**src/rtl/stopwatch.sv**
```systemverilog
`default_nettype none
// ============================================================================
// Module      : stopwatch
// Description : Elapsed-time measurer. Counts from a start pulse until a stop
//               pulse (or until the counters saturate) and presents a frozen
//               result in seconds + milliseconds with a one-cycle done strobe.
// Revision    : 1.0 - initial release
// ----------------------------------------------------------------------------
// Parameters
//   CYCLES_PER_MS  clock cycles per millisecond (2..65535)
//   SEC_W          width of the seconds field
// Ports
//   clock_i        system clock, rising edge
//   reset_i        asynchronous active-high reset
//   start_i        begin a new measurement (highest priority, any state)
//   stop_i         end the measurement (acted on only in RUN)
//   clear_i        return to IDLE and zero the result
//   running_o      high while measuring
//   done_o         one-cycle strobe when a result freezes
//   overflow_o     sticky: the measurement saturated
//   ms_count_o     millisecond field, 0..999
//   sec_count_o    seconds field
// ============================================================================
module stopwatch #(
  parameter int unsigned CYCLES_PER_MS = 50000,
  parameter int unsigned SEC_W         = 32
) (
  input  logic             clock_i,
  input  logic             reset_i,
  input  logic             start_i,
  input  logic             stop_i,
  input  logic             clear_i,
  output logic             running_o,
  output logic             done_o,
  output logic             overflow_o,
  output logic [9:0]       ms_count_o,
  output logic [SEC_W-1:0] sec_count_o
);

  localparam int unsigned          c_PRESC_W   = $clog2(CYCLES_PER_MS);
  localparam logic [c_PRESC_W-1:0] c_PRESC_MAX = c_PRESC_W'(CYCLES_PER_MS - 1);
  localparam logic [9:0]           c_MS_MAX    = 10'd999;

  localparam logic [1:0] c_S_IDLE = 2'd0;
  localparam logic [1:0] c_S_RUN  = 2'd1;
  localparam logic [1:0] c_S_HOLD = 2'd2;

  logic [1:0]           state_q,  state_d;
  logic [c_PRESC_W-1:0] presc_q,  presc_d;
  logic [9:0]           ms_q,     ms_d;
  logic [SEC_W-1:0]     sec_q,    sec_d;
  logic                 ovf_q,    ovf_d;
  logic                 done_q,   done_d;

  logic w_presc_wrap;
  logic w_ms_wrap;
  logic w_sec_full;

  assign w_presc_wrap = (presc_q == c_PRESC_MAX);
  assign w_ms_wrap    = (ms_q == c_MS_MAX);
  assign w_sec_full   = &sec_q;

  // --------------------------------------------------------------------------
  // State and datapath registers
  // --------------------------------------------------------------------------
  always_ff @(posedge clock_i or posedge reset_i) begin
    if (reset_i) begin
      state_q <= c_S_IDLE;
      presc_q <= '0;
      ms_q    <= '0;
      sec_q   <= '0;
      ovf_q   <= 1'b0;
      done_q  <= 1'b0;
    end else begin
      state_q <= state_d;
      presc_q <= presc_d;
      ms_q    <= ms_d;
      sec_q   <= sec_d;
      ovf_q   <= ovf_d;
      done_q  <= done_d;
    end
  end

  // --------------------------------------------------------------------------
  // Next-state logic. Priority: start > clear > stop > advance.
  // --------------------------------------------------------------------------
  always_comb begin
    state_d = state_q;
    presc_d = presc_q;
    ms_d    = ms_q;
    sec_d   = sec_q;
    ovf_d   = ovf_q;
    done_d  = 1'b0;

    if (start_i) begin
      state_d = c_S_RUN;
      presc_d = '0;
      ms_d    = '0;
      sec_d   = '0;
      ovf_d   = 1'b0;
    end else if (clear_i) begin
      state_d = c_S_IDLE;
      presc_d = '0;
      ms_d    = '0;
      sec_d   = '0;
      ovf_d   = 1'b0;
    end else if (state_q == c_S_RUN) begin
      if (stop_i) begin
        // Freeze without advancing on this cycle.
        state_d = c_S_HOLD;
        done_d  = 1'b1;
      end else if (w_presc_wrap && w_ms_wrap && w_sec_full) begin
        // Next advance would wrap the whole result: saturate instead.
        state_d = c_S_HOLD;
        ovf_d   = 1'b1;
        done_d  = 1'b1;
      end else if (w_presc_wrap) begin
        presc_d = '0;
        if (w_ms_wrap) begin
          ms_d  = '0;
          sec_d = sec_q + SEC_W'(1);
        end else begin
          ms_d  = ms_q + 10'd1;
        end
      end else begin
        presc_d = presc_q + c_PRESC_W'(1);
      end
    end else if (state_q != c_S_IDLE && state_q != c_S_HOLD) begin
      // Unused encoding: recover to IDLE.
      state_d = c_S_IDLE;
    end
  end

  // --------------------------------------------------------------------------
  // Outputs: decoded from registers only, so no input-to-output path.
  // --------------------------------------------------------------------------
  always_comb begin
    running_o   = (state_q == c_S_RUN);
    done_o      = done_q;
    overflow_o  = ovf_q;
    ms_count_o  = ms_q;
    sec_count_o = sec_q;
  end

endmodule
`default_nettype wire

```
**config.mk**
```make
export PLATFORM = sky130hd
export DESIGN_NAME = stopwatch
export DESIGN_NICKNAME = d
export VERILOG_FILES = /design/src/rtl/stopwatch.sv
export SDC_FILE = /design/constraint.sdc
export NUM_CORES = 1
export LEC_CHECK = 0
export ABC_AREA = 1
export CAP_MARGIN = 5
export CORE_MARGIN = 2
export CORE_UTILIZATION = 56
export DETAILED_ROUTE_END_ITERATION = 16
export PLACE_DENSITY = 0.8
export SLEW_MARGIN = 30
export SYNTH_ARGS = -nofsm -noshare
export SYNTH_HDL_FRONTEND = slang
export SYNTH_SLANG_ARGS = --single-unit
```
**constraint.sdc**
```tcl
create_clock -name clock_i -period 3.9 [get_ports clock_i]
set_input_delay 1.17 -clock clock_i [delete_from_list [all_inputs] [get_ports clock_i]]
set_output_delay 1.17 -clock clock_i [all_outputs]
set_load 0.02 [all_outputs]
```
# Yosys cells after proc, flatten, opt, wreduce, memory -nomap -nowiden
# Cells that the tools add are included.
[word_totals]
ff_bits = 62
in_bits = 5
elab_cells = 67
[op_classes]
addsub = 3
n_eq_ne = 7
muxes = 36
n_reduce_logical = 15
[op_table]
columns = ["cell", "count"]
rows = [
  ["2-to-1 mux 32 bit", 7],
  ["2-to-1 mux 16 bit", 6],
  ["2-to-1 mux 10 bit", 7],
  ["adder 32 x 1 -> 32 bit, second input constant", 1],
  ["AND reduction 32 bit", 1],
  ["adder 16 x 1 -> 16 bit, second input constant", 1],
  ["== test 16 bit, second input constant", 1],
  ["2-to-1 mux 2 bit", 6],
  ["nonzero test 3 bit", 4],
  ["adder 10 x 1 -> 10 bit, second input constant", 1],
  ["== test 10 bit, second input constant", 1],
  ["2-to-1 mux 1 bit", 10],
  ["AND reduction 3 bit", 2],
  ["!= test 5 x 4 -> 1 bit, second input constant", 1],
  ["AND reduction 5 bit", 1],
  ["AND reduction 4 bit", 1],
  ["nonzero test 4 bit", 1],
  ["logical AND 1 bit", 3],
  ["!= test 3 x 2 -> 1 bit, second input constant", 1],
  ["!= test 3 bit, second input constant", 1],
  ["== test 2 x 1 -> 1 bit, second input constant", 1],
  ["!= test 2 bit, second input constant", 1],
  ["AND reduction 2 bit", 1],
  ["nonzero test 2 bit", 1],
]

# Longest topological paths before layout
[logic_depth]
ltp_word = 8
ltp_mapped = 14
depth_no_buf = 13

# Worst setup path before layout
# OpenSTA, ideal clock, no wires.
[synth_timing]
kind = "input -> register"
from = "in start_i"
to = "reg ms_q[0], in the netlist ms_count_o[0]"
setup_ns = 0.118
t_arrival_ns = 2.185
required_ns = 3.782
path_slack_ns = 1.598
path_stages = 10
path_cell_list = "nor2_2 inv_2 nor2_1 inv_1 nand2_2 nand2_2 buf_6 buf_6 nand3_1 nand2_1"
[synth_between]
elab_chain_cells = 2
[synth_rtl]
columns = ["item", "line", "text"]
rows = [
  ["from (decl)", "30", "input logic start_i,"],
  ["!= test 3 bit (no line), or another cell as far along", "--", ""],
  ["AND reduction 4 bit (no line)", "--", ""],
  ["to (signal assigned)", "77", "ms_q <= ms_d;"],
  ["to (decl)", "50", "logic [9:0] ms_q, ms_d;"],
]
# Several ways; a longest one is shown, not always the timed one.
# A chain may end at the register's enable or synchronous reset.

# Worst setup path after layout
[layout_timing]
from = "in clear_i"
to = "reg sec_q[10], in the netlist sec_count_o[10]"
[layout_between]
elab_chain_cells = 2
[layout_rtl]
columns = ["item", "line", "text"]
rows = [
  ["from (decl)", "32", "input logic clear_i,"],
  ["!= test 3 bit (no line), or another cell as far along", "--", ""],
  ["AND reduction 5 bit (no line) / 2-to-1 mux 32 bit (equally long branches)", "--", ""],
  ["to (signal assigned)", "71", "sec_q <= '0;"],
  ["to (signal assigned)", "78", "sec_q <= sec_d;"],
  ["to (decl)", "51", "logic [SEC_W-1:0] sec_q, sec_d;"],
]
# Several ways; a longest one is shown, not always the timed one.

==> flow_metrics.py <==
metrics = {
    "worst_hold_path": {
        "hold_path_class": "flip-flop to flip-flop",
        "whs_path_depth": 1,
        "min_to": "state_q[1]",
        "hp-start": "state_q[0]",
    },
    "job": {
        "drv_cap": 0,
    },
    "drt": {
        "drt_drc_violations_left": 0,
        "dr.first_iter.drc_count": 341,
        "ant_nets": 0,
        "vias": 4521,
        "wl_per_cell_um": 13.1,
        "vias_per_cell": 5.46,
        "wl_um": 10800,
        "drt-pass1-iter-count": 5,
    },
    "logic_synthesis": {
        "avgSynthCellArea_um2": 6.31,
        "synth_cell_types": 32,
        "netlist.area_leader.share": 0.363,
        "syn_inst": 677,
        "synth_area_um2": 4270,
        "seq_area_frac_synth": 0.363,
        "yosysWarnings": 0,
        "ys_ff_latch": 62,
        "yosys.area.top_type": "dfrtp_1",
        "syn_nets": 685,
        "synthTopCellsByArea": "dfrtp_1, nand2_1, nor2_1",
    },
    "timing": {
        "tns_ns": 0,
        "rsz0062_at_grt": "false",
        "hold_viol_final": 0,
        "worst_pin_slew_ns": 0.785,
        "fin_hold_ws_ns": 0.461,
        "clock_skew_ns": 0.0118,
        "period_minus_slack_ns": 2.76,
        "finalSetupViolCount": 0,
        "fin_crit_sh": 0.709,
        "slew_viol_final": 0,
        "fmax_ghz": 0.362,
        "slew_headroom": 0.476,
    },
    "pwr": {
        "p_int_uw": 979,
        "seq_power_share": 0.497,
        "powerDensity_nw_per_um2": 262,
        "ir_drop_v": 0.000183,
        "power.share.clock": 0.435,
        "p_sw_frac": 0.255,
        "power.net_switching_uw": 335,
        "p_leak_nw": 2.18,
        "total_power_mw": 1.31,
        "power_frac_comb": 0.068,
    },
    "floorplan": {
        "die_h_um": 91.4,
        "rows": 31,
        "core_area_um2": 7330,
        "start_util": 0.583,
        "dieArea_um2": 8350,
        "die_w_um": 91.4,
        "ios": 50,
    },
    "grt": {
        "grt_first_pass_wirelength_um": 18800,
        "grt_max_degree": 63,
        "antenna_found_initial": 0,
        "grt_overflow": 0,
        "grt_pass1_vias": 4044,
        "grt_usage": 0.275,
    },
    "outcome": {
        "status": "finished, final reports clean",
    },
    "clocking": {
        "cts_max_level": 3,
        "clk_path_buf_depth": 2,
        "cts-hold-fix-buffers": 0,
        "path_clk_slew_ns": 0.07,
        "insertion_delay_ns": 0.35,
        "cts.sinks": 62,
        "root_buffer": "clkbuf_8",
        "cts_buffers": 9,
        "postCtsSetupRepairBufs": 0,
        "cts_tree": "done",
        "cts_resized": 0,
    },
    "worst_setup_path": {
        "critPathBufInv": 2,
        "crit_chain": "clkdlybuf4s50_1 > nor2_2 > buf_4 > nand2_2 > nand2_2 > nand2_1 > nand2_1",
        "rrSetupSlack_ns": 1.57,
        "critPathLaunchType": "input port",
        "reg2reg_from": "sec_count_o[0]",
        "crit_family": "simple AND/OR/NAND/NOR gates",
        "slowest_delay_ns": 0.64,
        "cp_slowest_cell": "clkdlybuf4s50_1",
        "end_kind": "flip-flop",
        "worstSetupPathDepth": 7,
        "crit_type": "input port to flip-flop",
        "critical_path_required_ns": 4.18,
        "r2r-end": "sec_count_o[10]",
        "cp.arrival_ns": 3.05,
        "rr_worst_depth": 11,
        "cp_max_fo": 32,
    },
    "placement": {
        "portBuffers": 49,
        "gp_congestion": 0.946,
        "place.detailed.hpwl_um": 7530,
    },
    "finish": {
        "layout-drive-gt1-share": 0.0590,
        "syn_to_final_growth_pct": 17.5,
        "diodes": 0,
        "fillCellCount": 636,
        "final_nets": 733,
    },
}
## how the worst max path moves through the flow
stage	start	to
2_1_floorplan	reset_i	done_o
3_3_place_gp	clear_i	sec_count_o[7]
3_5_place_dp	clear_i	sec_count_o[10]
4_1_cts	clear_i	sec_count_o[10]
5_1_grt	clear_i	sec_count_o[13]
6_report	clear_i	sec_count_o[10]
## power by group through the flow
stage	clock network, mW	logic [mW]	registers, mW
2_1_floorplan	0	0.0572	0.668
3_3_place_gp	0	0.0880	0.665
3_5_place_dp	0	0.0899	0.665
4_1_cts	0.579	0.0901	0.653
5_1_grt	0.614	0.0987	0.653
6_report	0.572	0.0894	0.653
## cell usage in the layout (no fill, tap or decap), types with 2 or more instances in the layout
cell type / n
nand2_1: 241
nor2_1: 119
nand3_1: 75
dfrtp_1: 62
inv_1: 54
clkdlybuf4s50_1: 49
o21ai_0: 19
nor3_1: 15
a21oi_1: 14
clkbuf_8: 10
xnor2_1: 9
nand4_1: 8
nand2_2: 7
xor2_1: 7
buf_4: 7
nor2_2: 4
inv_2: 4
nor4_1: 4
clkinv_2: 3
ha_1: 3
nor2_4: 2
o22ai_1: 2
## Yosys cell counts
cell	n
a21oi_1	14
a31o_2	1
a31oi_1	1
buf_1	1
buf_2	3
buf_4	3
buf_6	3
clkbuf_1	9
clkinv_2	1
dfrtp_1	62
ha_1	3
inv_1	55
inv_2	3
nand2_1	241
nand2_2	7
nand2_4	1
nand3_1	75
nand3_2	1
nand4_1	8
nor2_1	119
nor2_2	4
nor2_4	2
nor3_1	15
nor3b_1	1
nor4_1	4
o21a_1	1
o21ai_0	19
o21ai_2	1
o22ai_1	2
o31ai_1	1
xnor2_1	9
xor2_1	7
## logic make-up after synthesis
kind of cell | Yosys count | share of synthesized area
fa+ha+maj | 3 | 0.00878
simple gates | 478 | 0.467
flops | 62 | 0.363
buf+inv | 78 | 0.0776
compound gates | 40 | 0.0506
xor+xnor | 16 | 0.0328
## state kept, by name, summed over array words and instances (netlist names)
| register | flops |
|---|---|
| overflow_o | 1 |
| done_o | 1 |
| state_q | 2 |
| presc_q | 16 |
| sec_count_o | 32 |
| ms_count_o | 10 |
## metrics by stage
stage,std cells,cell area [um^2],setup WS [ns],utilization
after global placement,813,4830,0.886,0.659
after floorplan,677,4270,1.19,-
after global routing,828,5020,0.981,0.685
final,828,5020,1.14,0.685
after detailed placement,813,4830,0.786,0.659
after CTS,828,5020,1.15,0.685
## area by class of cell
| cell class | count | area (um^2) | share of cell area |
|---|---|---|---|
| multi-input combinational | 537 | 2390 | 0.476 |
| sequential | 62 | 1550 | 0.309 |
| timing repair buffer | 56 | 543 | 0.108 |
| inverter | 59 | 223 | 0.0444 |
| clock buffer | 11 | 141 | 0.0282 |
| tap | 99 | 124 | 0.0247 |
| clock inverter | 4 | 47.5 | 0.00947 |
## per-layer routing
layer,track usage,share of wire
met1,0.386,0.47
met2,0.429,0.45
met3,0.0631,0.068
met4,0.0758,0.010
met5,0,0
Power figures use the tool's default switching activity.
